<file path="src/rtl/mema_loader_if.sv">
// mema_loader_if: groups the loader's control, upstream byte handshake and
// memory write port. The checksum signal exists only when CHECKSUM_EN is defined.
// master: the loader side. slave: the environment (source, memory, controller).
interface mema_loader_if;
  logic       start;
  logic [7:0] in_data;
  logic       in_valid;
  logic       in_ready;
  logic [2:0] AddrA;
  logic       WEA;
  logic [7:0] DataInA;
  logic       busy;
  logic       load_done;
`ifdef CHECKSUM_EN
  logic [7:0] checksum;

  modport master (
    input  start, in_data, in_valid,
    output in_ready, AddrA, WEA, DataInA, busy, load_done, checksum
  );

  modport slave (
    output start, in_data, in_valid,
    input  in_ready, AddrA, WEA, DataInA, busy, load_done, checksum
  );
`else
  modport master (
    input  start, in_data, in_valid,
    output in_ready, AddrA, WEA, DataInA, busy, load_done
  );

  modport slave (
    output start, in_data, in_valid,
    input  in_ready, AddrA, WEA, DataInA, busy, load_done
  );
`endif
endinterface

</file>
<file path="src/rtl/mema_loader.sv">
// mema_loader: accepts 8 bytes over a valid/ready handshake after a start
// pulse and writes them to addresses 0..7 of an 8x8 memory, one registered
// write per accepted byte, then pulses load_done.
// Optional build macro CHECKSUM_EN adds a mod-256 checksum of the loaded bytes.
module mema_loader (
  input  logic          clk,
  input  logic          reset,
  mema_loader_if.master bus
);

  typedef enum logic [1:0] {
    StIdle,
    StLoad,
    StFinish
  } state_e;

  state_e     r_state;
  logic [2:0] r_count;
  logic       r_full;
  logic       r_in_ready;
  logic       r_busy;
  logic       r_wea;
  logic [2:0] r_addr;
  logic [7:0] r_data;
  logic       r_load_done;
`ifdef CHECKSUM_EN
  logic [7:0] r_checksum;
`endif

  logic w_accept;
  logic w_last;

  assign w_accept = (r_state == StLoad) && r_in_ready && bus.in_valid;
  assign w_last   = w_accept && (r_count == 3'd7);

  // FSM, byte counter and all registered outputs
  always_ff @(posedge clk) begin
    if (reset) begin
      r_state     <= StIdle;
      r_count     <= 3'd0;
      r_full      <= 1'b0;
      r_in_ready  <= 1'b0;
      r_busy      <= 1'b0;
      r_wea       <= 1'b0;
      r_addr      <= 3'd0;
      r_data      <= 8'd0;
      r_load_done <= 1'b0;
`ifdef CHECKSUM_EN
      r_checksum  <= 8'd0;
`endif
    end else begin
      r_wea       <= 1'b0;
      r_load_done <= 1'b0;

      if (w_accept) begin
        r_wea  <= 1'b1;
        r_addr <= r_count;
        r_data <= bus.in_data;
`ifdef CHECKSUM_EN
        r_checksum <= r_checksum + bus.in_data;
`endif
      end

      unique case (r_state)
        StIdle: begin
          if (bus.start) begin
            r_state    <= StLoad;
            r_count    <= 3'd0;
            r_full     <= 1'b0;
            r_in_ready <= 1'b1;
            r_busy     <= 1'b1;
`ifdef CHECKSUM_EN
            r_checksum <= 8'd0;
`endif
          end
        end

        StLoad: begin
          // start is deliberately ignored here so an active load never restarts
          if (w_accept) begin
            {r_full, r_count} <= {r_full, r_count} + 4'd1;
          end
          if (w_last) begin
            r_in_ready  <= 1'b0;
            r_load_done <= 1'b1;
            r_state     <= StFinish;
          end
        end

        StFinish: begin
          // This cycle is the load_done cycle; a start here begins the next
          // load immediately so back-to-back loads lose no cycle.
          if (bus.start) begin
            r_state    <= StLoad;
            r_count    <= 3'd0;
            r_full     <= 1'b0;
            r_in_ready <= 1'b1;
            r_busy     <= 1'b1;
`ifdef CHECKSUM_EN
            r_checksum <= 8'd0;
`endif
          end else begin
            r_state    <= StIdle;
            r_in_ready <= 1'b0;
            r_busy     <= 1'b0;
          end
        end

        default: begin
          r_state <= StIdle;
        end
      endcase
    end
  end

  assign bus.in_ready  = r_in_ready;
  assign bus.busy      = r_busy;
  assign bus.WEA       = r_wea;
  assign bus.AddrA     = r_addr;
  assign bus.DataInA   = r_data;
  assign bus.load_done = r_load_done;
`ifdef CHECKSUM_EN
  assign bus.checksum  = r_checksum;
`endif

endmodule
</file>
<file path="src/flat_wrapper.sv">
// flat-port wrapper written by rule: the top's interface ports become plain ports
module mema_loader_flat 
  (clk, reset, bus_start, bus_in_data, bus_in_valid, bus_in_ready, bus_AddrA, bus_WEA, bus_DataInA, bus_busy, bus_load_done);
  mema_loader_if bus_i ();
  input  logic clk;
  input  logic reset;
  input wire logic [$bits(bus_i.start)-1:0] bus_start;
  input wire logic [$bits(bus_i.in_data)-1:0] bus_in_data;
  input wire logic [$bits(bus_i.in_valid)-1:0] bus_in_valid;
  output wire logic [$bits(bus_i.in_ready)-1:0] bus_in_ready;
  output wire logic [$bits(bus_i.AddrA)-1:0] bus_AddrA;
  output wire logic [$bits(bus_i.WEA)-1:0] bus_WEA;
  output wire logic [$bits(bus_i.DataInA)-1:0] bus_DataInA;
  output wire logic [$bits(bus_i.busy)-1:0] bus_busy;
  output wire logic [$bits(bus_i.load_done)-1:0] bus_load_done;
  assign bus_i.start = bus_start;
  assign bus_i.in_data = bus_in_data;
  assign bus_i.in_valid = bus_in_valid;
  assign bus_in_ready = bus_i.in_ready;
  assign bus_AddrA = bus_i.AddrA;
  assign bus_WEA = bus_i.WEA;
  assign bus_DataInA = bus_i.DataInA;
  assign bus_busy = bus_i.busy;
  assign bus_load_done = bus_i.load_done;
  mema_loader u_core (.clk(clk), .reset(reset), .bus(bus_i));
endmodule
</file>
<file path="config.mk">
export PLATFORM = sky130hd
export DESIGN_NAME = mema_loader_flat
export DESIGN_NICKNAME = d
export VERILOG_FILES = /design/src/rtl/mema_loader_if.sv /design/src/rtl/mema_loader.sv /design/src/flat_wrapper.sv
export SDC_FILE = /design/constraint.sdc
export NUM_CORES = 1
export LEC_CHECK = 0
export CAP_MARGIN = 20
export CORE_MARGIN = 2
export CORE_UTILIZATION = 35
export DETAILED_ROUTE_END_ITERATION = 8
export PLACE_DENSITY = 0.65
export SLEW_MARGIN = 20
export SYNTH_ARGS = -nofsm -noshare
export SYNTH_HDL_FRONTEND = slang
export SYNTH_SLANG_ARGS = --single-unit
export TNS_END_PERCENT = 100
</file>
<file path="constraint.sdc">
create_clock -name clk -period 1.7 [get_ports clk]
set_clock_uncertainty 0.05 [all_clocks]
set_input_delay 0.34 -clock clk [delete_from_list [all_inputs] [get_ports clk]]
set_output_delay 0.34 -clock clk [all_outputs]
set_load 0.1 [all_outputs]
</file>
==> impl_results.md <==
* Yosys warns at 0
* Core area at 1980 um2
* Avg Inst Size Synth at 8.79 um2
* GRT Total Usage at 12.8%
* CTS resizes at 0
* Post-placement cell area at 1180 um2
* Hold depth at 2
* CP endpoint kind: register
* Syn-to-layout area delta at 63.4%
* Clock sinks at 20
* Multi-input combinational cell area at 307 um2
* GRT overflow at 0
* # placed instances at 135
* Min Tclk post-route at 1300 ps
* Antenna-violating nets left at 0
* FILL cells at 166
* Chip height at 49.9 um
* PwrDens at 712 nW/um2
* Die X at 49.9 um
* Io pins at 27
* Hold crit path type: reg2reg
* Vias/cell at 4.57
* Routed len/inst at 10.8 um
* Slew margin rel. at 82.8%
* Final setup violation count at 0
* Pre-antenna DRT Iters at 4
* Synthesized area at 738 um2
* H-tree Lvls at 1
* Clk buf depth at 2
* Global-route wire length before repair at 2.39 mm
* Setup TNS at 0 ps
* Count of hold buffers inserted by post-cts repair at 0
* Syn nets at 98
* WS Path Type: reg2reg
* ANT cells at 0
* RSZ-0062 raised after global routing: false
* Pins over their slew limit at 0
* Number of buffers created by CTS at 3
* Root Driver: clkbuf_4
* Area leader, netlist: dfxtp_1
* Die area at 2490 um2
* Largest net degree at the start of global routing at 16
* Fin util at 60.9%
* HPWL Detailed at 1.09 mm
* CTS tree: built
* WP data required at 1860 ps
* Register area at 402 um2
* Synth unique cells at 21
* Crit share post-route at 76.2%
* PortBufs at 26
* Post-Route WL at 1.49 mm
* Final Hold Fails at 0
* FMAX at 772 MHz
* Post-CTS setup repair buffer count at 0
* Initial Utilization at 37.2%
* Arr. time, crit path at 1450 ps
* Nets at 127
* Layout cells sized above 1 at 20.7%
* Clock Latency Late Sink at 290 ps
* Outcome: finished clean
* Fin area at 1210 um2
* Synth Register Bits at 20
* Antenna violations before repair at 0
* Finished Layout Cells at 138
* Share of the synthesized area in the top cell type at 54.2%
* Leak pwr at 0.444 nW
* Crit Path Max Fanout at 4
* Startpoint Class: register
* Max_cap viols at 0
* DR iter-0 viols at 9
* Worst slew pin tran at 257 ps
* Synth area leaders: dfxtp_1 (54%), nand2_1 (12%), a21oi_1 (10%)
* Via count at 631
* Num rows at 16
* Clock slew at reported path FFs at 100 ps
* Number of remaining DRC errors at 0
* Vias in the first global route at 529
* Worst-case reg-to-reg path depth at 5
* Max IR drop VDD at 0.450 mV
* RD Place Congestion at 0.667
* Seq/Total Area, Yosys at 54.2%
* Cells after synthesis at 84
[worst max-delay path, stage by stage, from the launching register on]
cell and delay [ps]:
dfxtp_1 350, ha_1 200, ha_1 220, nand3_1 90, a31oi_1 100, a211oi_1 200
[cell families (layout without fill, tap and decap cells)]
logic type                 count (synthesis)  in the layout  share of synthesized area, %
xor gates and xnor gates                   1              1                          1.19
adders and majority gates                  2              2                          3.39
AOI/OAI and AO/OA                         18             18                          12.7
and+or+nand+nor                           38             38                          24.2
buffers and inverters                      5             32                          4.24
DFF                                       20             20                          54.2
[layer usage]
| layer | part of all wire [%] | global-route usage (%) |
|---|---|---|
| met5 | 0 | 0 |
| met2 | 49 | 18.2 |
| met1 | 45 | 16.5 |
| met3 | 4.0 | 3.94 |
| met4 | 1.6 | 8.33 |
[cells in the mapped netlist]
master    count
a211oi_1      1
a21oi_1      15
a31oi_1       1
and2_1        2
and2b_1       1
and4b_4       1
buf_2         1
buf_4         1
buf_6         1
clkbuf_1      1
dfxtp_1      20
ha_1          2
inv_1         1
nand2_1      24
nand2b_1      2
nand3_1       4
nand4b_1      1
nor2_1        2
nor2_2        1
o21ai_0       1
xor2_1        1
[path summary, 6_finish.rpt]
check        slack [ps]             endpoint         startpoint
min                 430  u_core.bus.AddrA[1]  u_core.r_count[1]
max                 400  u_core.bus.in_ready  u_core.r_count[0]
min reg2reg         430  u_core.bus.AddrA[1]  u_core.r_count[1]
max reg2reg         400  u_core.bus.in_ready  u_core.r_count[0]
[area by class of cell]
type | count | share of cell area [%]
Tap cell | 27 | 2.80
Inverter | 1 | 0.311
Clock buffer | 3 | 1.87
Timing Repair Buffer | 28 | 36.3
Sequential cell | 20 | 33.3
Multi-Input combinational cell | 59 | 25.4
[registers in the layout, indices dropped and copies added, names as in the netlist]
name and count:
u_core.bus.AddrA 3, u_core.bus.DataInA 8, u_core.bus.WEA 1, u_core.bus.busy 1
u_core.bus.in_ready 1, u_core.bus.load_done 1, u_core.r_count 3, u_core.r_state 2
[stage by stage]
step	setup slack, ps	hold WS [ps]	total power [mW]
finish	404	432	0.858
CTS	401	435	0.871
global route	247	450	0.897
detailed placement	145	420	0.655
floorplan	194	399	0.583
global placement	182	410	0.654
[layout by cell type (no fill, tap or decap), drive strengths merged]
cell type / instances
and4b: 1
inv: 1
a211oi: 1
nand2: 24
dfxtp: 20
ha: 2
nand3: 4
buf: 17
clkdlybuf4s50: 11
a21oi: 15
a31oi: 1
nor2: 3
and2: 2
xor2: 1
and2b: 1
nand2b: 2
o21ai: 1
nand4b: 1
clkbuf: 3
[power breakdown]
part	total (mW)	internal, mW	switching, mW
Clock	0.214	0.0824	0.132
Sequential	0.493	0.479	0.0133
Combinational	0.151	0.0665	0.0850
Total	0.858	0.628	0.230
Note: power is estimated with default switching activity, not from simulation.
